[src/rtl/mem_dump_unit_pkg.sv]
// Shared definitions for the RISC_SPM memory dump unit: default widths and
// the dump FSM state encoding.
package mem_dump_unit_pkg;

    localparam int ADDR_W_DEF = 8;
    localparam int DATA_W_DEF = 8;

    typedef enum logic [2:0] {
        ST_IDLE = 3'd0,
        ST_READ = 3'd1,
        ST_WAIT = 3'd2,
        ST_OUT  = 3'd3,
        ST_DONE = 3'd4
    } dump_state_e;

endpackage

[src/rtl/mem_dump_unit.sv]
// Memory dump unit: walks an inclusive address range (wrapping modulo
// 2^ADDR_W), reads each word from a one-cycle-latency memory, presents it on
// a valid/ready stream with its address, and accumulates a modular checksum.
// All outputs come straight from flops; their next values are derived from
// the next FSM state so they line up with the state they describe.
module mem_dump_unit
    import mem_dump_unit_pkg::*;
#(
    parameter int ADDR_W = ADDR_W_DEF,
    parameter int DATA_W = DATA_W_DEF
) (
    input  logic              clk,
    input  logic              rst,
    input  logic              start,
    input  logic [ADDR_W-1:0] start_addr,
    input  logic [ADDR_W-1:0] end_addr,
    output logic              busy,
    output logic              done,
    output logic [DATA_W-1:0] checksum,
    output logic [ADDR_W-1:0] mem_addr,
    output logic              mem_rd,
    input  logic [DATA_W-1:0] mem_data,
    output logic [DATA_W-1:0] dout,
    output logic [ADDR_W-1:0] dout_addr,
    output logic              dout_valid,
    input  logic              dout_ready
);

    dump_state_e       state_q, state_d;
    logic [ADDR_W-1:0] addr_q, addr_d;
    logic [ADDR_W-1:0] end_q, end_d;
    logic [DATA_W-1:0] checksum_q, checksum_d;
    logic [DATA_W-1:0] dout_q, dout_d;
    logic [ADDR_W-1:0] dout_addr_q, dout_addr_d;
    logic [ADDR_W-1:0] mem_addr_q, mem_addr_d;
    logic              mem_rd_q, mem_rd_d;
    logic              dout_valid_q, dout_valid_d;
    logic              done_q, done_d;
    logic              busy_q, busy_d;

    // State, datapath and output registers; reset clears everything at once.
    always_ff @(posedge clk or posedge rst) begin
        if (rst) begin
            state_q      <= ST_IDLE;
            addr_q       <= '0;
            end_q        <= '0;
            checksum_q   <= '0;
            dout_q       <= '0;
            dout_addr_q  <= '0;
            mem_addr_q   <= '0;
            mem_rd_q     <= 1'b0;
            dout_valid_q <= 1'b0;
            done_q       <= 1'b0;
            busy_q       <= 1'b0;
        end else begin
            state_q      <= state_d;
            addr_q       <= addr_d;
            end_q        <= end_d;
            checksum_q   <= checksum_d;
            dout_q       <= dout_d;
            dout_addr_q  <= dout_addr_d;
            mem_addr_q   <= mem_addr_d;
            mem_rd_q     <= mem_rd_d;
            dout_valid_q <= dout_valid_d;
            done_q       <= done_d;
            busy_q       <= busy_d;
        end
    end

    // Next-state logic plus address counter, word capture and checksum.
    always_comb begin
        state_d     = state_q;
        addr_d      = addr_q;
        end_d       = end_q;
        checksum_d  = checksum_q;
        dout_d      = dout_q;
        dout_addr_d = dout_addr_q;
        case (state_q)
            ST_IDLE: begin
                if (start) begin
                    addr_d     = start_addr;
                    end_d      = end_addr;
                    checksum_d = '0;
                    state_d    = ST_READ;
                end else begin
                    state_d = ST_IDLE;
                end
            end
            ST_READ: begin
                state_d = ST_WAIT;
            end
            ST_WAIT: begin
                // Read data is valid on this edge: capture it and fold it in.
                dout_d      = mem_data;
                dout_addr_d = addr_q;
                checksum_d  = checksum_q + mem_data;
                state_d     = ST_OUT;
            end
            ST_OUT: begin
                if (dout_ready) begin
                    if (addr_q == end_q) begin
                        state_d = ST_DONE;
                    end else begin
                        // Natural wrap at 2^ADDR_W lets start > end dump through zero.
                        addr_d  = addr_q + ADDR_W'(1);
                        state_d = ST_READ;
                    end
                end else begin
                    state_d = ST_OUT;
                end
            end
            ST_DONE: begin
                state_d = ST_IDLE;
            end
            default: begin
                state_d = ST_IDLE;
            end
        endcase
    end

    // Registered output values, derived from the state being entered.
    always_comb begin
        mem_rd_d     = (state_d == ST_READ);
        dout_valid_d = (state_d == ST_OUT);
        done_d       = (state_d == ST_DONE);
        busy_d       = (state_d != ST_IDLE);
        if (state_d == ST_READ) begin
            mem_addr_d = addr_d;
        end else begin
            mem_addr_d = mem_addr_q;
        end
    end

    assign busy       = busy_q;
    assign done       = done_q;
    assign checksum   = checksum_q;
    assign mem_addr   = mem_addr_q;
    assign mem_rd     = mem_rd_q;
    assign dout       = dout_q;
    assign dout_addr  = dout_addr_q;
    assign dout_valid = dout_valid_q;

endmodule

[config.mk]
export PLATFORM = sky130hd
export DESIGN_NAME = mem_dump_unit
export DESIGN_NICKNAME = d
export VERILOG_FILES = /design/src/rtl/mem_dump_unit_pkg.sv /design/src/rtl/mem_dump_unit.sv
export SDC_FILE = /design/constraint.sdc
export NUM_CORES = 1
export LEC_CHECK = 0
export CORE_MARGIN = 2
export CORE_UTILIZATION = 53
export DETAILED_ROUTE_END_ITERATION = 10
export GPL_ROUTABILITY_DRIVEN = 0
export PLACE_DENSITY = 0.84
export SETUP_SLACK_MARGIN = 0.4
export SYNTH_ARGS = -nofsm -noshare
export SYNTH_HDL_FRONTEND = slang
export SYNTH_SLANG_ARGS = --single-unit
[constraint.sdc]
create_clock -name clk -period 3.35 [get_ports clk]
set_input_delay 0.5025 -clock clk [delete_from_list [all_inputs] [get_ports clk]]
set_output_delay 0.5025 -clock clk [all_outputs]
set_load 0.02 [all_outputs]
Word-level counts from Yosys, hierarchy flattened
Cells that the tools add are included.
Word-level totals
  bits in registers: 55
  input port bits: 28
Operators by class
  $add $sub $neg: 2
  eq/ne operators: 8
  multiplexer cells: 10
  reduce and logical (&&, ||, !) cells: 5
Operator list (count)
  2-to-1 mux 8 bit: 4
  one-hot mux 8 bit (2 select lines): 2
  one-hot mux 3 bit (4 select lines): 1
  == test 3 x 2 -> 1 bit, second input constant: 3
  adder 8 x 1 -> 8 bit, second input constant: 1
  adder 8 bit: 1
  == test 8 bit: 1
  == test 3 x 1 -> 1 bit, second input constant: 2
  2-to-1 mux 3 bit: 2
  AND reduction 2 bit: 2
  == test 3 bit, second input constant: 1
  zero test 3 bit: 1
  nonzero test 3 bit: 1
  inequality test 2 bit, second input constant: 1
  nonzero test 2 bit: 1
  2-to-1 mux 1 bit: 1

Depth between registers and ports, before layout
Gate-level depths: netlist (run 1).
  depth after elaboration: 5
  gate-level depth with buffers: 8

Worst setup path before layout (run 1)
No wires, ideal clock.
  path kind: reg-to-reg
  start: reg checksum_q[0], in the netlist checksum[0]
  end: reg checksum_q[6], in the netlist checksum[6]
  data arrival time: 1.916 ns
  data required time: 3.229 ns
  slack: 1.313 ns
  cell stages (with the launch flop): 9
  clock period less this slack: 2.037 ns
  cell sequence: dfrtp_1 > ha_1 > fa_1 > a21o_1 > a21oi_1 > o21bai_1 > a21oi_1 > xnor2_1 > a22o_1
Between the ends
  longest elaborated chain between the ends: 2
RTL lines
  start: declaration: RTL line mem_dump_unit.sv:32  | logic [DATA_W-1:0] checksum_q, checksum_d;
  start signal: assignment: RTL line mem_dump_unit.sv:59  | checksum_q <= checksum_d;
  adder 8 bit: RTL line mem_dump_unit.sv:96  | checksum_d = checksum_q + mem_data;
  one-hot mux 8 bit (2 select lines): RTL line mem_dump_unit.sv:78  | case (state_q)
No other way between the ends.
A chain may end at the register's enable or synchronous reset.

Worst setup path in the final report (run 1)
  start: in mem_data[0]
  end: reg checksum_q[6], in the netlist checksum[6]
Between the ends
  longest elaborated chain between the ends: 2
RTL lines
  start: declaration: RTL line mem_dump_unit.sv:22  | input logic [DATA_W-1:0] mem_data,
  adder 8 bit: RTL line mem_dump_unit.sv:96
  one-hot mux 8 bit (2 select lines): RTL line mem_dump_unit.sv:78
No other way between the ends.

==> results.sh, run 1 <==
export IMPL_status="finished, final reports clean"
export IMPL_fin_area_um2=3442
export IMPL_avgViaCountPerCell=5.227
export IMPL_drive_above_1_share_pct=11.74
export IMPL_drt_total_wl_um=5087
export IMPL_totalNegativeSetupSlack_ns=0
export IMPL_rows=25
export IMPL_critPathArrivalTime_ns=2.46
export IMPL_ys_async_sr_fraction_pct=100.0
export IMPL_p_leak_uw=0.001560
export IMPL_synth_cells=233
export IMPL_die_area_um2=5647
export IMPL_finalSetupViolCount=0
export IMPL_rr_startpoint="addr_q[2]"
export IMPL_drc_errors=0
export IMPL_cts_root_buf="clkbuf_8"
export IMPL_crit_top_cell="a21oi_1"
export IMPL_layout_min_cycle_time_ns=2.265
export IMPL_antennaDiodeCount=0
export IMPL_worstPathRequired_ns=3.55
export IMPL_rrSetupSlack_ns=1.22
export IMPL_dr_pass1_iters=4
export IMPL_worstSetupEndpointType="flip-flop"
export IMPL_r2r_end="mem_addr[4]"
export IMPL_cp_startpoint="mem_data[0]"
export IMPL_cp_slowest_stage_delay_ns=0.42
export IMPL_syn_nets=270
export IMPL_track_usage_pct=19.43
export IMPL_cts_hold_buf=0
export IMPL_peakVddDrop_uv=440.2
export IMPL_layout_commonest_cell="clkdlybuf4s50_1"
export IMPL_slew_headroom_pct=50.99
export IMPL_skew_ns=0.006519
export IMPL_cts_buffer_depth=2
export IMPL_synthesis_area_um2=2683
export IMPL_clkSinkCount=55
export IMPL_fp_dieW_um=75.15
export IMPL_timing_final_crit_share_pct=67.60
export IMPL_clk_latency_ns=0.30
export IMPL_fin_nets=334
export IMPL_yosysWarnings=0
export IMPL_max_cap_violations=0
export IMPL_cts_setup_buffers=0
export IMPL_cp_start_kind="primary input"
export IMPL_ios=64
export IMPL_crit_path_end="checksum[6]"
export IMPL_synth_top_area_cell="dfrtp_1"
export IMPL_fmax_mhz=441.6
export IMPL_postRouteAntennaNets=0
export IMPL_rsz0062_at_grt="no"
export IMPL_synth_area_top_cells="dfrtp_1, nand2_1, mux2_2"
export IMPL_fp_dieH_um=75.15
export IMPL_area_growth_pct=28.31
export IMPL_dpl_cell_area_um2=3361
export IMPL_grt_pass1_vias=1860
export IMPL_worst_path_max_fanout=2
export IMPL_hpwl_um=3823
export IMPL_ys_ff_latch=55
export IMPL_ys_types=49
export IMPL_r2r_cells=6
export IMPL_yosysSeqAreaShare_pct=51.31
export IMPL_path_class="primary input to flip-flop"
export IMPL_worstPathCellList="clkdlybuf4s50_1, ha_1, fa_1, a21o_1, a21oi_1, o21bai_1, a21oi_1, xnor2_1, a22o_1"
export IMPL_overflow=0
export IMPL_clkTransAtPathRegs_ns=0.09
export IMPL_antenna_found_initial=0
export IMPL_dp_slack_ns=0.7578
export IMPL_cts_htree_levels=2
export IMPL_grt_pass1_wl_um=8259
export IMPL_synth_edf_count=0
export IMPL_tightest_slew_ns=0.7320
export IMPL_slowest_stage="clkdlybuf4s50_1"
export IMPL_power_density_nw_per_um2=941.4
export IMPL_initial_core_util_pct=55.69
export IMPL_ctsResizeCount=0
export IMPL_grt_max_degree=56
export IMPL_avgRoutedWirePerCell_um=13.94
export IMPL_hold_viol_final=0
export IMPL_fin_ws_ns=1.085
export IMPL_hp_class="flip-flop to flip-flop"
export IMPL_cts_tree="built"
export IMPL_synth_top_area_share_pct=51.31
export IMPL_num_vias=1908
export IMPL_syn_avg_cell_area_um2=11.51
export IMPL_first_iter_violations=78
export IMPL_drv_slew=0
export IMPL_portBuffers=63
export IMPL_mostFrequentLayoutCells="clkdlybuf4s50_1, dfrtp_1, nand2_1"
export IMPL_cts_made_buffers=5
export IMPL_synth_top_flop_cell="dfrtp_1"
export IMPL_core_area_um2=4817
[flip-flops by register name, summed over array words and instances (netlist names)]
signal,count
checksum,8
busy,1
dout_valid,1
dout,8
done,1
dout_addr,8
state_q,3
mem_addr,8
mem_rd,1
addr_q,8
end_q,8
[critical path, delay by kind of cell]
family                   cells  cell delay [ns]
AO/OA/AOI/OAI                5             0.84
XOR/XNOR                     1             0.08
buffers and inverters        1             0.42
adder cells (fa/ha/maj)      2             0.62
[through the flow]
stage	hold slack [ns]	power (uW)	utilization (%)	cells
floorplan	0.4655	2312	-	233
global placement	0.4654	2869	69.77	357
detailed placement	0.4663	2924	69.77	357
CTS	0.4883	3269	71.45	365
global route	0.5073	3479	71.45	365
finish	0.4855	3240	71.45	365
[cells in the mapped netlist (2+ instances only)]
| library cell | number |
|---|---|
| a32oi_1 | 2 |
| a21boi_0 | 3 |
| mux2_2 | 12 |
| inv_1 | 4 |
| mux2i_1 | 9 |
| o21ai_0 | 3 |
| buf_2 | 5 |
| nand3_1 | 3 |
| nand2_1 | 39 |
| o211ai_1 | 2 |
| a21oi_1 | 6 |
| o21ai_1 | 2 |
| buf_6 | 2 |
| xor2_1 | 9 |
| nor2_1 | 15 |
| a22o_1 | 7 |
| nor3_1 | 4 |
| mux2_1 | 6 |
| ha_1 | 8 |
| dfrtp_1 | 55 |
| a21o_1 | 3 |
| xnor2_1 | 4 |
| and3_1 | 2 |
| nand4_1 | 3 |
[worst min path at each step]
stage / startpoint / end / depth (start not counted)
3_5_place_dp: mem_addr[1] / mem_addr[1] / 2
5_1_grt: mem_addr[1] / mem_addr[1] / 2
4_1_cts: mem_addr[1] / mem_addr[1] / 2
3_3_place_gp: dout[4] / dout[4] / 1
6_report: mem_addr[1] / mem_addr[1] / 2
2_1_floorplan: end_q[0] / end_q[0] / 2
[routing by layer]
metal | track usage [%] | vias up | part of all wire (%)
li1 | - | 938 | -
met1 | 24.76 | 911 | 44
met2 | 33.04 | 54 | 50
met3 | 4.819 | 5 | 5.1
met4 | 5.653 | 0 | 0.83
met5 | 0 | - | 0
[power by group]
part / leakage (uW) / internal (uW) / total [uW] / switching (uW)
registers: 0.000675 / 968 / 1230 / 262
logic: 0.000843 / 842 / 1660 / 822
clock network: 0.0000422 / 147 / 346 / 199
total: 0.00156 / 1960 / 3240 / 1280
[cell families (layout without fill, tap and decap cells)]
kind of cell             Yosys count  after routing  share of synthesized area [%]
XOR/XNOR                          13             13                          4.244
adder cells (fa/ha/maj)            9              9                          4.478
multiplexers                      28             28                          11.47
AO/OA/AOI/OAI                     35             35                          10.07
AND/OR/NAND/NOR                   79             79                          15.53
buffers and inverters             14             79                          2.891
flip-flops                        55             55                          51.31
[area by class of cell]
| type | instances | area, um^2 |
|---|---|---|
| fill | 349 | 1375 |
| tap | 67 | 83.83 |
| inverter | 5 | 18.77 |
| sequential | 55 | 1376 |
| clock buffer | 7 | 76.32 |
| timing repair buffer | 66 | 653.1 |
| clock inverter | 1 | 5.005 |
| multi-input combinational | 164 | 1229 |
Power figures use the tool's default switching activity.
==> inputs of run 2 (changes only) <==
CORE_UTILIZATION = 50   (was 53)
PLACE_DENSITY = 0.8   (was 0.84)
clock period = 2.3 ns   (was 3.35 ns; I/O delays follow)
==> run 2 against run 1 <==
  * Worst setup slack got worse by 0.70 ns
  * Global-route usage up 1.0 points
  * Core utilization shrank 1.3 points
  * Final area up 4.8%
  * Critical path depth decreased by 2
  * Sequential share of layout area shrank 1.7 points
  * Clock skew hardly changed
  * Flip-flop and latch count unchanged
  * Sequential power grew 42%
  * Clock power is 65% higher
  * Worst hold slack worse by 0.16 ns
  * Largest power group unchanged
  * Highest routed layer unchanged
==> results.sh, run 2 (synthesis gave the netlist of run 1 again) <==
export IMPL_worstPathRequired_ns=2.54
export IMPL_num_vias=2000
export IMPL_hold_viol_final=0
export IMPL_postRouteAntennaNets=0
export IMPL_ios=64
export IMPL_cts_buffer_depth=2
export IMPL_fp_dieW_um=77.25
export IMPL_drc_errors=0
export IMPL_core_area_um2=5140
export IMPL_cts_tree="built"
export IMPL_hp_class="primary input to flip-flop"
export IMPL_layout_commonest_cell="clkdlybuf4s50_1"
export IMPL_hold_path_depth=2
export IMPL_first_iter_violations=112
export IMPL_grt_busiest_layer="met2"
export IMPL_drive_above_1_share_pct=19.61
export IMPL_timing_final_crit_share_pct=83.12
export IMPL_slew_headroom_pct=66.93
export IMPL_track_usage_pct=20.46
export IMPL_dp_slack_ns=-0.008692
export IMPL_dr_pass1_iters=4
export IMPL_finalSetupViolCount=0
export IMPL_clkTransAtPathRegs_ns=0.09
export IMPL_worst_path_max_fanout=4
export IMPL_mostFrequentLayoutCells="clkdlybuf4s50_1, dfrtp_1, nand2_1"
export IMPL_path_class="flip-flop to flip-flop"
export IMPL_grtUsageMet3_pct=5.176
export IMPL_critPathArrivalTime_ns=2.15
export IMPL_fin_nets=347
export IMPL_final_core_util_pct=70.16
export IMPL_power_uw=4985
export IMPL_cts_made_buffers=5
export IMPL_fmax_mhz=523.1
export IMPL_cts_hold_buf=0
export IMPL_grt_pass1_vias=2028
export IMPL_initial_core_util_pct=52.19
export IMPL_p_leak_uw=0.001649
export IMPL_avgRoutedWirePerCell_um=14.68
export IMPL_cp_start_kind="flip-flop"
export IMPL_fin_worst_hold_slack_ns=0.3249
export IMPL_drv_slew=0
export IMPL_max_cap_violations=0
export IMPL_portBuffers=63
export IMPL_fin_ws_ns=0.3883
export IMPL_cts_root_buf="clkbuf_8"
export IMPL_clkSinkCount=55
export IMPL_dpl_cell_area_um2=3448
export IMPL_antenna_found_initial=0
export IMPL_met2_usage_pct=34.96
export IMPL_hpwl_um=4222
export IMPL_fin_area_um2=3606
export IMPL_cts_htree_levels=2
export IMPL_grt_pass1_wl_um=9660
export IMPL_clk_latency_ns=0.31
export IMPL_drt_total_wl_um=5594
export IMPL_rows=26
export IMPL_peakVddDrop_uv=799.3
export IMPL_overflow=0
export IMPL_worstSetupEndpointType="flip-flop"
export IMPL_status="finished, final reports clean"
export IMPL_fp_dieH_um=77.25
export IMPL_avgViaCountPerCell=5.249
export IMPL_skew_ns=0.006479
export IMPL_antennaDiodeCount=0
export IMPL_grt_met1_usage_pct=26.07
export IMPL_rsz0062_at_grt="yes"
export IMPL_layout_min_cycle_time_ns=1.912
export IMPL_r2r_cells=7
export IMPL_die_area_um2=5967
export IMPL_power_density_nw_per_um2=1382
export IMPL_tightest_slew_ns=0.4953
export IMPL_area_growth_pct=34.42
export IMPL_grt_max_degree=26
run 2: cell types whose count changed in the layout (fill, tap and decap cells not counted), sizes merged:
| cell | change |
|---|---|
| dlymetal6s2s | +2 |
| clkdlybuf4s50 | -3 |
| clkbuf | +1 |
| clkinv | -1 |
| buf | +13 |
| dlygate4sd2 | +1 |
run 2: worst paths after layout:
kind                                   from  slack, ns     endpoint
worst max-delay path            checksum[1]       0.39  checksum[7]
worst min-delay path            mem_data[3]       0.32      dout[3]
worst max register to register  checksum[1]       0.39  checksum[7]
worst min register to register      dout[3]       0.49      dout[3]
max in group asynchronous               rst       1.31    addr_q[3]
min in group asynchronous               rst       0.37  mem_addr[4]
run 2: final cells by class:
cell class | count | area, um^2
fill | 401 | 1534
sequential | 55 | 1381
multi-input combinational | 164 | 1264
timing repair buffer | 79 | 754.5
clock buffer | 8 | 100.1
tap | 70 | 87.58
inverter | 5 | 18.77
run 2: per-stage QoR:
step | setup TNS (ns) | cells
2_1_floorplan | 0 | 233
3_3_place_gp | 0 | 369
3_5_place_dp | -0.008692 | 369
6_report | 0 | 381
4_1_cts | 0 | 379
5_1_grt | 0 | 381
run 2: worst max-delay path: stages, from the launching register on:
cell and delay (ns):
dfrtp_2 0.44, ha_1 0.33, a21oi_2 0.14, nor2b_1 0.08, a311oi_2 0.38, a21oi_2 0.11
mux2i_1 0.18, mux2i_1 0.19
run 2: power by group:
group          internal (uW)  leakage, uW  switching [uW]
Sequential              1420     0.000670             334
Combinational           1340     0.000927            1320
Clock                    275    0.0000515             295
Total                   3030      0.00165            1950
run 2: repair_timing:
item,in CTS,in global routing
setup endpoints to repair,9,11
pin swaps,4,3
endpoints found under the hold margin,0,0
setup buffers,2,2
resized for setup,3,8
run 2: layer usage:
metal | wire [um] | up-vias
met5 | 0 | -
li1 | - | 964
met1 | 2418 | 975
met3 | 307 | 6
met4 | 56 | 0
met2 | 2812 | 55
==> inputs of run 3 (changes only) <==
CORE_UTILIZATION = 45   (was 50)
PLACE_DENSITY = 0.76   (was 0.8)
clock period = 1.73 ns   (was 2.3 ns; I/O delays follow)
==> run 3 against run 2 <==
  * The flow now finishes with violations (setup timing)
  * Flip-flop and latch count did not move
  * Sequential power increased by 33%
  * Via count grew 16%
  * Clock skew grew 0.0021 ns
  * Cell count increased by 16%
  * Core utilization increased by 4.3 points
  * Critical path type unchanged
  * Highest routed layer unchanged
==> results.sh, run 3 (synthesis gave the netlist of run 1 again) <==
export IMPL_p_leak_uw=0.002061
export IMPL_finalSetupViolCount=8
export IMPL_drc_errors=0
export IMPL_mostFrequentLayoutCells="dfrtp_1, buf_4, clkdlybuf4s50_1"
export IMPL_clk_latency_ns=0.31
export IMPL_fin_nets=403
export IMPL_fillers=390
export IMPL_cts_hold_buf=0
export IMPL_clkTransAtPathRegs_ns=0.10
export IMPL_slew_headroom_pct=74.59
export IMPL_antennaDiodeCount=0
export IMPL_skew_ns=0.008607
export IMPL_postRouteAntennaNets=0
export IMPL_avgRoutedWirePerCell_um=16.23
export IMPL_path_buf_inv=0
export IMPL_fp_dieW_um=81.21
export IMPL_violations="setup timing"
export IMPL_drv_slew=0
export IMPL_initial_core_util_pct=45.85
export IMPL_rsz0062_at_grt="yes"
export IMPL_worstSetupEndpointType="flip-flop"
export IMPL_peakVddDrop_uv=913.9
export IMPL_layout_commonest_cell="dfrtp_1"
export IMPL_fin_worst_hold_slack_ns=0.2797
export IMPL_grt_max_degree=28
export IMPL_totalNegativeSetupSlack_ns=-0.3695
export IMPL_cts_root_buf="clkbuf_8"
export IMPL_multi_input_area_um2=1491
export IMPL_ff_latch_area_um2=1385
export IMPL_avgViaCountPerCell=5.235
export IMPL_tightest_slew_ns=0.3803
export IMPL_first_iter_violations=86
export IMPL_portBuffers=63
export IMPL_area_growth_pct=62.45
export IMPL_dr_pass1_iters=4
export IMPL_final_core_util_pct=74.49
export IMPL_antenna_found_initial=0
export IMPL_critPathArrivalTime_ns=2.10
export IMPL_status="finished with violations"
export IMPL_layout_min_cycle_time_ns=1.891
export IMPL_power_uw=7587
export IMPL_clkSinkCount=55
export IMPL_hp_class="primary input to asynchronous set/reset pin"
export IMPL_worst_path_max_fanout=2
export IMPL_hpwl_um=4743
export IMPL_fin_ws_ns=-0.1609
export IMPL_track_usage_pct=21.94
export IMPL_path_class="flip-flop to flip-flop"
export IMPL_timing_final_crit_share_pct=109.3
export IMPL_cp_start_kind="flip-flop"
export IMPL_max_cap_violations=0
export IMPL_fmax_mhz=528.8
export IMPL_cts_made_buffers=5
export IMPL_overflow=0
export IMPL_hold_viol_final=0
export IMPL_cts_htree_levels=2
export IMPL_cts_tree="built"
export IMPL_die_area_um2=6595
export IMPL_ios=64
export IMPL_cts_buffer_depth=2
export IMPL_core_area_um2=5851
export IMPL_worstPathCellList="ha_4, fa_2, a21o_1, a21oi_2, o21bai_1, a21oi_1, xnor2_1, a22o_1"
export IMPL_slowest_stage="dfrtp_2"
export IMPL_path_delay_family="compound AO/OA/AOI/OAI gates"
export IMPL_worstPathRequired_ns=1.94
export IMPL_cp_slowest_stage_delay_ns=0.44
export IMPL_rows=28
export IMPL_drive_above_1_share_pct=42.51
export IMPL_power_density_nw_per_um2=1741
export IMPL_grt_pass1_wl_um=10830
export IMPL_fp_dieH_um=81.21
export IMPL_num_vias=2314
export IMPL_grt_pass1_vias=2328
export IMPL_drt_total_wl_um=7172
[run 3: area by class of cell]
type / count / area share, %
flip-flops and latches: 55 / 31.78
inverters: 5 / 0.5742
multi-input cells: 164 / 34.22
repair buffers: 135 / 29.43
clock buffers: 8 / 1.837
well taps: 75 / 2.153
[run 3: metal layers]
metal	global-route usage, %	routed length [um]	vias to the layer above
met3	4.444	328	15
met5	0	0	-
met4	9.831	159	0
met2	37.52	3682	76
li1	-	-	1083
met1	26.72	3002	1140
[run 3: final timing paths]
| kind | startpoint | to | slack, ns | cells after the start |
|---|---|---|---|---|
| setup / recovery | checksum[0] | checksum[6] | -0.16 | 8 |
| hold / removal | rst | dout[3] | 0.28 | 2 |
| setup reg to reg | checksum[0] | checksum[6] | -0.16 | 8 |
| hold reg to reg | mem_addr[0] | mem_addr[0] | 0.49 | 1 |
| max in group asynchronous | rst | state_q[0] | 0.95 | 3 |
| min in group clk | mem_addr[0] | mem_addr[0] | 0.49 | 1 |
[run 3: through the flow]
step / worst slack (ns) / area (um^2) / cells
floorplan: -0.1139 / 2799 / 233
global placement: -0.4139 / 3807 / 406
detailed placement: -0.4823 / 3807 / 406
CTS: -0.1279 / 4159 / 434
global route: -0.2758 / 4358 / 442
finish: -0.1609 / 4358 / 442
[run 3: worst reg2reg max path, delay by kind of cell (launching register included)]
| kind | cells | cell delay (ns) |
|---|---|---|
| xor gates and xnor gates | 1 | 0.08 |
| DFF | 1 | 0.44 |
| AOI/OAI and AO/OA | 5 | 0.74 |
| adders and majority gates | 2 | 0.51 |
[run 3: what timing repair did]
item                                    4_1_cts  5_1_grt
pin swaps                                    17       15
endpoints found under the setup margin       82       62
gates cloned                                  2        0
resized for setup                           102       39
buffers inserted                             18        8
[run 3: where the power goes]
| part | internal, uW | switching [uW] | total, uW |
|---|---|---|---|
| logic | 2370 | 2210 | 4580 |
| clock network | 289 | 400 | 689 |
| registers | 1890 | 432 | 2320 |
